<file path="config.mk">
export PLATFORM = sky130hd
export DESIGN_NAME = mem_port_arbiter_flat
export DESIGN_NICKNAME = d
export VERILOG_FILES = /design/src/rtl/mem_port_arbiter_if.sv /design/src/rtl/mem_port_arbiter.sv /design/src/flat_wrapper.sv
export SDC_FILE = /design/constraint.sdc
export NUM_CORES = 1
export LEC_CHECK = 0
export CORE_ASPECT_RATIO = 0.75
export CORE_UTILIZATION = 47
export DETAILED_ROUTE_END_ITERATION = 10
export GPL_TIMING_DRIVEN = 0
export HOLD_SLACK_MARGIN = 0.06
export MAX_ROUTING_LAYER = met4
export PLACE_DENSITY = 0.85
export SYNTH_ARGS = -nofsm -noshare
export SYNTH_HDL_FRONTEND = slang
export SYNTH_SLANG_ARGS = --single-unit
</file>
<file path="constraint.sdc">
create_clock -name i_clk -period 3.84 [get_ports i_clk]
set_input_delay 0.768 -clock i_clk [delete_from_list [all_inputs] [get_ports i_clk]]
set_output_delay 0.768 -clock i_clk [all_outputs]
set_load 0.02 [all_outputs]
</file>
<file path="src/rtl/mem_port_arbiter_if.sv">
// Requester and BRAM signal bundle for the
// shared memory port arbiter.
interface mem_port_arbiter_if #(
  parameter int AW = 14,
  parameter int DW = 32
);
  logic          i_if_req;
  logic [AW-1:0] i_if_addr;
  logic          o_if_gnt;
  logic          o_if_rvalid;
  logic [DW-1:0] o_if_rdata;

  logic          i_ls_req;
  logic          i_ls_we;
  logic [AW-1:0] i_ls_addr;
  logic [DW-1:0] i_ls_wdata;
  logic          o_ls_gnt;
  logic          o_ls_rvalid;
  logic [DW-1:0] o_ls_rdata;

  logic          o_mem_rd;
  logic          o_mem_we;
  logic [AW-1:0] o_mem_addr;
  logic [DW-1:0] o_mem_wdata;
  logic [DW-1:0] i_mem_rdata;

  logic          o_busy;

  modport slave (
    input  i_if_req,
    input  i_if_addr,
    output o_if_gnt,
    output o_if_rvalid,
    output o_if_rdata,
    input  i_ls_req,
    input  i_ls_we,
    input  i_ls_addr,
    input  i_ls_wdata,
    output o_ls_gnt,
    output o_ls_rvalid,
    output o_ls_rdata,
    output o_mem_rd,
    output o_mem_we,
    output o_mem_addr,
    output o_mem_wdata,
    input  i_mem_rdata,
    output o_busy
  );

  modport master (
    output i_if_req,
    output i_if_addr,
    input  o_if_gnt,
    input  o_if_rvalid,
    input  o_if_rdata,
    output i_ls_req,
    output i_ls_we,
    output i_ls_addr,
    output i_ls_wdata,
    input  o_ls_gnt,
    input  o_ls_rvalid,
    input  o_ls_rdata,
    input  o_mem_rd,
    input  o_mem_we,
    input  o_mem_addr,
    input  o_mem_wdata,
    output i_mem_rdata,
    input  o_busy
  );
endinterface

</file>
<file path="src/rtl/mem_port_arbiter.sv">
// Round-robin arbiter sharing one single-ported
// BRAM between instruction fetch and load/store.
module mem_port_arbiter #(
  parameter int AW = 14,
  parameter int DW = 32
) (
  input logic               i_clk,
  input logic               i_rst_n,
  mem_port_arbiter_if.slave bus
);

  typedef enum logic [1:0] {
    S_IDLE,
    S_ISSUE,
    S_WAIT
  } state_t;

  typedef struct packed {
    state_t        state;
    logic          rr_last;
    logic          owner;
    logic          busy;
    logic          if_gnt;
    logic          ls_gnt;
    logic          if_rvalid;
    logic          ls_rvalid;
    logic          mem_rd;
    logic          mem_we;
    logic [AW-1:0] mem_addr;
    logic [DW-1:0] mem_wdata;
    logic [DW-1:0] if_rdata;
    logic [DW-1:0] ls_rdata;
  } regs_t;

  localparam logic SIDE_IF = 1'b0;
  localparam logic SIDE_LS = 1'b1;

  regs_t r;
  regs_t n;
  logic  both;
  logic  ls_only;
  logic  win;
  logic  wr;

  // Winner pick: on contention the side that lost last time goes.
  always_comb begin
    both    = bus.i_if_req & bus.i_ls_req;
    ls_only = bus.i_ls_req & ~bus.i_if_req;
    win     = SIDE_IF;
    unique case (1'b1)
      both:    win = ~r.rr_last;
      ls_only: win = SIDE_LS;
      default: win = SIDE_IF;
    endcase
    wr = win & bus.i_ls_we;
  end

  // Next-state and next registered-output values.
  always_comb begin
    n           = r;
    n.if_gnt    = 1'b0;
    n.ls_gnt    = 1'b0;
    n.if_rvalid = 1'b0;
    n.ls_rvalid = 1'b0;
    unique case (r.state)
      S_IDLE: begin
        if (bus.i_if_req | bus.i_ls_req) begin
          n.state    = S_ISSUE;
          n.rr_last  = win;
          n.owner    = win;
          n.if_gnt   = ~win;
          n.ls_gnt   = win;
          n.mem_we   = wr;
          n.mem_rd   = ~wr;
          n.mem_addr = win ? bus.i_ls_addr
                           : bus.i_if_addr;
          if (win) begin
            n.mem_wdata = bus.i_ls_wdata;
          end
        end
      end
      S_ISSUE: begin
        n.mem_rd = 1'b0;
        n.mem_we = 1'b0;
        n.state  = r.mem_rd ? S_WAIT : S_IDLE;
      end
      S_WAIT: begin
        n.state = S_IDLE;
        if (r.owner) begin
          n.ls_rdata  = bus.i_mem_rdata;
          n.ls_rvalid = 1'b1;
        end else begin
          n.if_rdata  = bus.i_mem_rdata;
          n.if_rvalid = 1'b1;
        end
      end
      default: n.state = S_IDLE;
    endcase
    n.busy = (n.state != S_IDLE);
  end

  // State and output registers; reset drops any in-flight read.
  always_ff @(posedge i_clk or negedge i_rst_n) begin
    if (!i_rst_n) begin
      r         <= '0;
      r.rr_last <= SIDE_LS;
    end else begin
      r <= n;
    end
  end

  assign bus.o_if_gnt    = r.if_gnt;
  assign bus.o_if_rvalid = r.if_rvalid;
  assign bus.o_if_rdata  = r.if_rdata;
  assign bus.o_ls_gnt    = r.ls_gnt;
  assign bus.o_ls_rvalid = r.ls_rvalid;
  assign bus.o_ls_rdata  = r.ls_rdata;
  assign bus.o_mem_rd    = r.mem_rd;
  assign bus.o_mem_we    = r.mem_we;
  assign bus.o_mem_addr  = r.mem_addr;
  assign bus.o_mem_wdata = r.mem_wdata;
  assign bus.o_busy      = r.busy;

endmodule

</file>
<file path="src/flat_wrapper.sv">
// flat-port wrapper written by rule: the top's interface ports become plain ports
module mem_port_arbiter_flat 
#(
  parameter int AW = 14,
  parameter int DW = 32
)
  (i_clk, i_rst_n, bus_i_if_req, bus_i_if_addr, bus_o_if_gnt, bus_o_if_rvalid, bus_o_if_rdata, bus_i_ls_req, bus_i_ls_we, bus_i_ls_addr, bus_i_ls_wdata, bus_o_ls_gnt, bus_o_ls_rvalid, bus_o_ls_rdata, bus_o_mem_rd, bus_o_mem_we, bus_o_mem_addr, bus_o_mem_wdata, bus_i_mem_rdata, bus_o_busy);
  mem_port_arbiter_if #(.AW(AW), .DW(DW)) bus_i ();
  input logic i_clk;
  input logic i_rst_n;
  input wire logic [$bits(bus_i.i_if_req)-1:0] bus_i_if_req;
  input wire logic [$bits(bus_i.i_if_addr)-1:0] bus_i_if_addr;
  output wire logic [$bits(bus_i.o_if_gnt)-1:0] bus_o_if_gnt;
  output wire logic [$bits(bus_i.o_if_rvalid)-1:0] bus_o_if_rvalid;
  output wire logic [$bits(bus_i.o_if_rdata)-1:0] bus_o_if_rdata;
  input wire logic [$bits(bus_i.i_ls_req)-1:0] bus_i_ls_req;
  input wire logic [$bits(bus_i.i_ls_we)-1:0] bus_i_ls_we;
  input wire logic [$bits(bus_i.i_ls_addr)-1:0] bus_i_ls_addr;
  input wire logic [$bits(bus_i.i_ls_wdata)-1:0] bus_i_ls_wdata;
  output wire logic [$bits(bus_i.o_ls_gnt)-1:0] bus_o_ls_gnt;
  output wire logic [$bits(bus_i.o_ls_rvalid)-1:0] bus_o_ls_rvalid;
  output wire logic [$bits(bus_i.o_ls_rdata)-1:0] bus_o_ls_rdata;
  output wire logic [$bits(bus_i.o_mem_rd)-1:0] bus_o_mem_rd;
  output wire logic [$bits(bus_i.o_mem_we)-1:0] bus_o_mem_we;
  output wire logic [$bits(bus_i.o_mem_addr)-1:0] bus_o_mem_addr;
  output wire logic [$bits(bus_i.o_mem_wdata)-1:0] bus_o_mem_wdata;
  input wire logic [$bits(bus_i.i_mem_rdata)-1:0] bus_i_mem_rdata;
  output wire logic [$bits(bus_i.o_busy)-1:0] bus_o_busy;
  assign bus_i.i_if_req = bus_i_if_req;
  assign bus_i.i_if_addr = bus_i_if_addr;
  assign bus_o_if_gnt = bus_i.o_if_gnt;
  assign bus_o_if_rvalid = bus_i.o_if_rvalid;
  assign bus_o_if_rdata = bus_i.o_if_rdata;
  assign bus_i.i_ls_req = bus_i_ls_req;
  assign bus_i.i_ls_we = bus_i_ls_we;
  assign bus_i.i_ls_addr = bus_i_ls_addr;
  assign bus_i.i_ls_wdata = bus_i_ls_wdata;
  assign bus_o_ls_gnt = bus_i.o_ls_gnt;
  assign bus_o_ls_rvalid = bus_i.o_ls_rvalid;
  assign bus_o_ls_rdata = bus_i.o_ls_rdata;
  assign bus_o_mem_rd = bus_i.o_mem_rd;
  assign bus_o_mem_we = bus_i.o_mem_we;
  assign bus_o_mem_addr = bus_i.o_mem_addr;
  assign bus_o_mem_wdata = bus_i.o_mem_wdata;
  assign bus_i.i_mem_rdata = bus_i_mem_rdata;
  assign bus_o_busy = bus_i.o_busy;
  mem_port_arbiter #(.AW(AW), .DW(DW)) u_core (.i_clk(i_clk), .i_rst_n(i_rst_n), .bus(bus_i));
endmodule
</file>
# After elaboration in Yosys (flattened, before gate mapping)
# Cells that the tools add are included.
# totals
ff_bits,121
latch_bits,0
mem_bits_rw,0
romBits,0
in_bits,97
out_inout_bits,117
word_cells,47
memories,0
# classes
n_addsub,0
n_mul,0
div_mod_pow,0
order_cmp,0
eq_ne,3
n_shift,0
n_mux,13
n_bitwise,9
reduce_logical,8
# ops
cell,n
$mux 48,1
$mux 32,1
$mux 14,1
$mux 2,4
$pmux 2 s2,2
$reduce_and 2->1,4
$not 1->1,5
$mux 4,1
$reduce_bool 2->1,2
$and 1x1->1,3
$reduce_and 3->1,1
$eq 2x1->1 const B,1
$eq 2x2->1 const B,1
$logic_not 2->1,1
$mux 1,2
$ne 2x1->1 const B,1
$pmux 1 s2,1
$or 1x1->1,1

# Longest topological paths before layout
# Gate-level depths: netlist of run 1.
# depth
ltp_word,7
ltp_mapped,6
ltp_nobuf,4

# Worst setup path before layout of run 1
# Ideal clock, no wire load.
# synth_path
path_type,in2reg
from,in bus_i_if_req
to,reg u_core.r (netlist bit u_core.bus.o_mem_wdata[16])
setup_time_ps,125
t_arrival_ps,1591
t_required_ps,3715
setup_slack_ps,2124
stages,6
n_path_buf,2
cell_sequence,nand2_1 nand3_1 inv_1 buf_6 buf_6 mux2_2
# synth_between
elab_chain_cells,4
word_cells_on_any_way,6
classes_between,mux (1); bitwise (4); reduce/logical (1)
# synth_rtl
item,line_no,text
start: declaration,flat_wrapper.sv:11,input wire logic [$bits(bus_i.i_if_req)-1:0] bus_i_if_req;
$not 1->1,mem_port_arbiter.sv:48,ls_only = bus.i_ls_req & ~bus.i_if_req;
$and 1x1->1,mem_port_arbiter.sv:48,
$pmux 1 s2,mem_port_arbiter.sv:50,unique case (1'b1)
$reduce_and 3->1 (no line) *,-,
end signal: assignment,mem_port_arbiter.sv:108,r <= n;
end: declaration,mem_port_arbiter.sv:38,regs_t r;
# Every way passes the cells marked *; elsewhere a longest branch is shown, timed or not.
# A chain may end at the register's enable or synchronous reset.

# Worst setup path after layout of run 1
# layout_path
from,reg u_core.r (netlist bit u_core.bus.o_mem_addr[10])
to,out bus_o_mem_addr[10]
# layout_rtl
item,line_no,text
end: declaration,flat_wrapper.sv:25,output wire logic [$bits(bus_i.o_mem_addr)-1:0] bus_o_mem_addr;
# No word-level cell between the ends.

==> results of run 1 <==
critical path, cell delays in order, from the launching register on:
cell             delay, ns
dfrtp_1               0.35
buf_4                 0.11
clkdlybuf4s50_1       0.63
power by group through the flow:
stage,logic (mW),registers (mW),clock network [mW]
2_1_floorplan,2.68,2.22,0
3_3_place_gp,4.19,2.24,0
3_5_place_dp,4.28,2.29,0
4_1_cts,4.30,2.27,1.61
5_1_grt,4.50,2.35,1.67
6_report,4.26,2.27,1.58
placed cells by master, fill, tap and decap left out, drive strengths merged, types with 7 or more instances in the layout:
master         count
clkdlybuf4s50    212
mux2              96
buf              127
a221o             14
o21a              14
clkinv             7
clkbuf            21
dfrtp            120
per-layer routing:
layer  share of wire  track usage
met4           0.014       0.0763
met5               0            -
met1            0.42        0.247
met3           0.060       0.0662
met2            0.51        0.369
layout make-up:
cell class	instances	area [um2]	area share
Tap cell	140	175	0.0209
Inverter	3	11.3	0.00134
Multi-Input combinational cell	146	1460	0.174
Buffer	127	947	0.113
Sequential cell	121	3030	0.362
Clock buffer	19	443	0.0529
Timing Repair Buffer	214	2160	0.258
Clock inverter	12	151	0.0181
state kept, by name, indices dropped and copies added (netlist names), 4 cells and up:
| signal | flops |
|---|---|
| u_core.r | 4 |
| u_core.bus.o_mem_addr | 14 |
| u_core.bus.o_ls_rdata | 32 |
| u_core.bus.o_mem_wdata | 32 |
| u_core.bus.o_if_rdata | 32 |
metrics by stage:
step | util | setup slack, ns
after global routing | 0.754 | 1.54
after floorplan | - | 2.12
after CTS | 0.754 | 1.58
final | 0.754 | 1.59
after global placement | 0.698 | -2.51
after detailed placement | 0.700 | 1.53
cells by family after synthesis:
| family | share of synthesized area |
|---|---|
| mux | 0.199 |
| simple gates | 0.0170 |
| buf+inv | 0.176 |
| flops | 0.557 |
| compound gates | 0.0517 |
final timing paths:
path                                           start                         end  depth (start not counted)
max reg2reg                            u_core.r[119]   u_core.bus.o_if_rdata[15]                          3
max in group asynchronous                    i_rst_n   u_core.bus.o_if_rdata[31]                          2
min reg2reg                            u_core.r[118]               u_core.r[118]                          2
min                                          i_rst_n  u_core.bus.o_mem_wdata[30]                          1
min in group i_clk                     u_core.r[118]               u_core.r[118]                          2
max                        u_core.bus.o_mem_addr[10]          bus_o_mem_addr[10]                          2
==> metrics.cfg, run 1 <==
[synth]
synth_edf_count=0
ys_ff_latch=121
synthCells=397
avgSynthCellArea_um2=13.7
synth_flop_cell=dfrtp_1
netlist_top_cells_area=dfrtp_1, mux2_2, buf_4
yosys.area.top_type=dfrtp_1
yosysMostFrequentCell=dfrtp_1
synth_nets=494
netlist.area_leader.share=0.552
ys_seq_area_frac=0.557
synth_area_um2=5440
async_flop_share=1.00
yosys-top-cells-count=dfrtp_1, buf_4, mux2_2
netlist-cell-type-count=25
yosys_warnings=0

[cts]
cts.repair.resized=0
clock-sinks=121
clkLatencyLatePin_ns=0.40
cts_root_buffer=clkbuf_16
ctsHoldBuffers=0
clock_path_buffers=2
cts_tree=done
cts_buffers=17
postCtsSetupRepairBufs=0
clkSlewWorstSetupHoldPaths_ns=0.05
htreeDepth=4

[sta]
rsz0062_at_grt=false
drv_slew=0
slew-limit-headroom=0.621
hold_violations=0
finalCriticalPeriod_ns=2.25
holdWs_ns=0.211
final.setup.tns_ns=0
min_period_over_period=0.585
finClkSkew_ns=0.00715
max_freq_mhz=445
tightest_slew_ns=0.566
setup_viol=0

[placement]
hpwl_um=9000
dp.cells=751
gp_congestion=0.770
postPlaceCellArea_um2=7780
numPortBuffers=213

[power_and_ir_drop]
clkPwrFrac=0.195
seqPwrFrac=0.280
cellLeakagePower_nw=3.72
p_sw_mw=2.61
combPwrFrac=0.525
internal_power_mw=5.49
p_sw_frac=0.322
power_mw=8.10
ir_drop_v=0.000562
powerDensity_nw_per_um2=968

[setup_path]
crit_fanout=2
path_class=register to output pin
cp.required_ns=3.07
arrival_ns=1.48
start_kind=register
r2r_setup_slack_ns=2.12
end_kind=output pin

[grt]
overflow=0
grt_pass1_wl_um=19300
antenna_found_initial=0
grt_pass1_vias=3907
grt_max_degree=100
grt_usage=0.217

[final_layout]
area_delta_synth_final_pct=53.8
antenna_cells=0
fin_cells=782
drive_above_1_share=0.399
fillers=688
postLayoutCellArea_um2=8370
finalNetCount=727

[floorplan]
rows=33
dieWidth_um=126
dieArea_um2=12000
die-height_um=95.2
start_util=0.490
core_um2=11100
ios=214

[detailed_routing]
detail-route-antenna-nets=0
drt_iter0_markers=119
viasPerCell=4.69
drtPass1Iterations=4
drt-total-wl_um=12100
wl_per_cell_um=15.5
vias=3668
drcViolationCount=0

[hold_path]
hold_path.class=input port to async pin

[job]
drv_cap=0

[status]
outcome=finished, final reports clean

Note: power is estimated with default switching activity, not from simulation.
==> run 2, diff against run 1 <==
- CORE_UTILIZATION: 47 -> 44
- PLACE_DENSITY: 0.85 -> 0.8
- clock period: 3.84 -> 2.08 ns (I/O delays scaled with it)
==> metrics.cfg, run 2 (synthesis results as in run 1) <==
[grt]
grt_pass1_wl_um=19800
grt_pass1_vias=4089
antenna_found_initial=0
grt_max_degree=67
overflow=0
grt_usage=0.211

[sta]
max_freq_mhz=530
tightest_slew_ns=0.528
slew-limit-headroom=0.648
worst_slack_ns=0.192
finalCriticalPeriod_ns=1.89
drv_slew=0
setup_viol=0
finClkSkew_ns=0.00700
hold_violations=0
min_period_over_period=0.908
rsz0062_at_grt=false

[final_layout]
finalNetCount=728
layout_commonest_cell=clkdlybuf4s50_1
final_cell_mix=clkdlybuf4s50_1, dfrtp_1, buf_4
postLayoutCellArea_um2=8440
area_delta_synth_final_pct=55.0
antenna_cells=0
drive_above_1_share=0.397

[detailed_routing]
viasPerCell=4.62
vias=3718
detail-route-antenna-nets=0
drt-total-wl_um=12400
drcViolationCount=0
drtPass1Iterations=4
wl_per_cell_um=15.4
drt_iter0_markers=102

[floorplan]
dieWidth_um=130
dieArea_um2=12800
ios=214
rows=34
core_um2=11800
start_util=0.460
die-height_um=98.3

[placement]
place_ws_ns=0.0811
postPlaceCellArea_um2=7810
gp_congestion=0.754
hpwl_um=9250
numPortBuffers=213

[power_and_ir_drop]
ir_drop_v=0.00108
powerDensity_nw_per_um2=1790
cellLeakagePower_nw=3.75

[setup_path]
rr_endpoint=u_core.bus.o_mem_wdata[30]
rr_startpoint=u_core.r[119]
reg2reg_depth=6
end_kind=output pin
r2r_setup_slack_ns=0.36
path_class=register to output pin
start_kind=register
cp.required_ns=1.66
arrival_ns=1.47
crit_fanout=2

[cts]
clock_path_buffers=2
clock-sinks=121
cts_buffers=17
clkSlewWorstSetupHoldPaths_ns=0.05
cts_root_buffer=clkbuf_16
htreeDepth=4
clkLatencyLatePin_ns=0.40
postCtsSetupRepairBufs=0
cts_tree=done

[job]
drv_cap=0

[hold_path]
min_to=u_core.r[118]
whs_path_depth=2
hold_start=u_core.r[118]
hold_path.class=register to register

[status]
outcome=finished, final reports clean

run 2: cell types whose count changed in the layout (fill, tap and decap cells not counted), sizes merged:
cell         change
bufinv           +1
clkbuf           +3
clkinv           -2
clkinvlp         -2
dlygate4sd3      +1
run 2: area by class of cell:
cell class / count / area [um2]
Multi-Input combinational cell: 146 / 1460
Timing Repair Buffer: 215 / 2170
Fill cell: 836 / 3390
Tap cell: 162 / 203
Buffer: 127 / 947
Sequential cell: 121 / 3030
Inverter: 3 / 11.3
Clock buffer: 22 / 474
Clock inverter: 9 / 145
run 2: worst max path at each step:
stage,start,to,slack [ns]
6_report,u_core.bus.o_mem_addr[12],bus_o_mem_addr[12],0.19
5_1_grt,u_core.bus.o_mem_wdata[7],bus_o_mem_wdata[7],0.12
4_1_cts,u_core.bus.o_mem_wdata[7],bus_o_mem_wdata[7],0.17
3_5_place_dp,bus_i_ls_req,u_core.bus.o_mem_addr[9],0.08
3_3_place_gp,i_rst_n,u_core.bus.o_ls_rdata[30],-3.98
2_1_floorplan,u_core.r[119],u_core.bus.o_mem_wdata[16],0.61
run 2: worst max-delay path, stage by stage, from the launching register on:
cell and delay [ns]:
dfrtp_1 0.35, buf_4 0.11, clkdlybuf4s50_1 0.62
run 2: repair_timing:
item	CTS	global route
resized for setup	0	0
hold buffers	1	0
endpoints found under the hold margin	55	0
run 2: power by group:
part	internal, mW	switching, mW	total [mW]	leakage, nW
combinational	4.67	3.18	7.85	1.99
sequential	3.57	0.622	4.19	1.44
clock	2.08	0.971	3.05	0.310
total	10.3	4.78	15.1	3.75
run 2: layer usage:
metal	track usage	wire length (um)
met3	0.0789	905
met4	0.0805	348
met1	0.241	5100
met5	-	0
met2	0.335	6050
run 2: through the flow:
stage,cells,power (mW),utilization,hold slack (ns),setup TNS (ns)
6_report,805,15.1,0.713,0.488,0
5_1_grt,805,15.9,0.713,0.509,0
4_1_cts,805,15.2,0.713,0.491,0
3_5_place_dp,773,12.1,0.660,0.406,0
3_3_place_gp,772,11.9,0.658,0.484,-479.15
2_1_floorplan,397,9.04,-,0.120,0
==> run 3, diff against run 2 <==
- ABC_AREA: default -> 1
- PLACE_DENSITY: 0.8 -> 0.79
==> metrics.cfg, run 3 <==
[synth]
synth_flop_cell=dfrtp_1
avgSynthCellArea_um2=8.90
netlist.area_leader.share=0.537
async_flop_share=1.00
synthCells=629
synth_edf_count=0
synth_nets=726
ys_ff_latch=121
yosys-top-cells-count=nand2_1, dfrtp_1, buf_4
yosys.area.top_type=dfrtp_1
ys_seq_area_frac=0.541
netlist-cell-type-count=22
yosysMostFrequentCell=nand2_1
netlist_top_cells_area=dfrtp_1, nand2_1, buf_4
yosys_warnings=0
synth_area_um2=5600

[setup_path]
max_stage_delay_ns=0.61
slowest_stage=clkdlybuf4s50_1
path_buf_inv=2
start_kind=register
path_cells=buf_4 -> clkdlybuf4s50_1
arrival_ns=1.50
cp.required_ns=1.66
cpLargestDelayFamily=buffers and inverters
crit_fanout=2
path_class=register to output pin
end_kind=output pin

[final_layout]
area_delta_synth_final_pct=53.1
postLayoutCellArea_um2=8560
finalNetCount=959
drive_above_1_share=0.202
layout_commonest_cell=nand2_1
final_cell_mix=nand2_1, clkdlybuf4s50_1, dfrtp_1
fin_util=0.694
antenna_cells=0
fin_cells=1041

[floorplan]
start_util=0.453
rows=35
dieWidth_um=132
die-height_um=99.7
ios=214
core_um2=12300
dieArea_um2=13200

[placement]
place_ws_ns=0.248
gp_congestion=0.806
numPortBuffers=212
hpwl_um=9960
postPlaceCellArea_um2=7950
dp.cells=1008

[sta]
slew-limit-headroom=0.635
hold_violations=0
holdWs_ns=0.456
finClkSkew_ns=0.00954
setup_viol=0
min_period_over_period=0.921
tightest_slew_ns=0.548
final.setup.tns_ns=0
rsz0062_at_grt=false
max_freq_mhz=522
worst_slack_ns=0.164
finalCriticalPeriod_ns=1.92
drv_slew=0

[grt]
grt_pass1_wl_um=22100
antenna_found_initial=0
overflow=0
grt_max_degree=66
grt_usage=0.225
grt_pass1_vias=4490

[cts]
postCtsSetupRepairBufs=0
cts_root_buffer=clkbuf_16
clock-sinks=121
clock_path_buffers=2
clkLatencyLatePin_ns=0.40
clkSlewWorstSetupHoldPaths_ns=0.05
cts_buffers=17
htreeDepth=4
cts_tree=done

[detailed_routing]
drt_iter0_markers=163
viasPerCell=4.40
detail-route-antenna-nets=0
vias=4585
drcViolationCount=0
wl_per_cell_um=13.0
drtPass1Iterations=4
drt-total-wl_um=13600

[job]
drv_cap=0

[power_and_ir_drop]
power_mw=14.5
ir_drop_v=0.000789
powerDensity_nw_per_um2=1690
cellLeakagePower_nw=4.35

[hold_path]
hold_path.class=input port to register

[status]
outcome=finished, final reports clean

[run 3: cell count changes after synthesis, moves of 4 or more]
| cell | previous run | this run |
|---|---|---|
| nand2_1 | 3 | 235 |
| mux2_2 | 96 | 0 |
| o21ai_0 | 3 | 59 |
| inv_1 | 3 | 38 |
| nand3_1 | 1 | 19 |
| a221o_1 | 14 | 0 |
| o21a_1 | 14 | 0 |
| o21ai_1 | 0 | 8 |
| clkbuf_2 | 0 | 4 |
[run 3: cells by family (layout without fill, tap and decap cells)]
| group | after synthesis | after routing | share of synthesized area |
|---|---|---|---|
| and+or+nand+nor | 263 | 263 | 0.190 |
| buffers and inverters | 176 | 422 | 0.205 |
| DFF | 121 | 121 | 0.541 |
| AOI/OAI and AO/OA | 69 | 69 | 0.0637 |
[run 3: layout make-up]
class	count	area [um2]
Buffer	136	993
Clock buffer	21	480
Clock inverter	11	120
Fill cell	1008	3780
Inverter	40	155
Multi-Input combinational cell	332	1420
Sequential cell	121	3030
Tap cell	166	208
Timing Repair Buffer	214	2160
[run 3: path summary, 6_finish.rpt]
kind	slack (ns)	depth (start not counted)	from	end
worst max-delay path	0.16	2	u_core.bus.o_if_rdata[31]	bus_o_if_rdata[31]
worst min-delay path	0.46	5	bus_i_ls_req	u_core.bus.o_mem_addr[3]
worst max register to register	0.78	6	u_core.r[118]	u_core.r[117]
worst min register to register	0.47	2	u_core.bus.o_mem_wdata[3]	u_core.bus.o_mem_wdata[3]
max in group asynchronous	0.83	3	i_rst_n	u_core.bus.o_ls_rdata[5]
min in group asynchronous	0.55	2	i_rst_n	u_core.bus.o_if_rdata[28]
[run 3: tightest hold or removal path: stages]
cell and delay (ns):
buf_4 0.17, nand3_1 0.09, nand2_1 0.05, nand2_1 0.05, nand2_1 0.04
[run 3: repair_timing]
item,4_1_cts,5_1_grt
gates resized for setup,0,0
hold buffers,1,0
setup endpoints to repair,0,0
endpoints found under the hold margin,55,0
[run 3: per-layer routing]
| layer | routed length, um | GRT usage |
|---|---|---|
| met3 | 1110 | 0.0805 |
| met1 | 6150 | 0.280 |
| met2 | 6280 | 0.350 |
| met4 | 36 | 0.0601 |
| met5 | 0 | - |
[run 3: report_power, final]
part | internal [mW] | switching [mW]
clock | 1.88 | 1.03
sequential | 3.52 | 0.611
combinational | 3.93 | 3.51
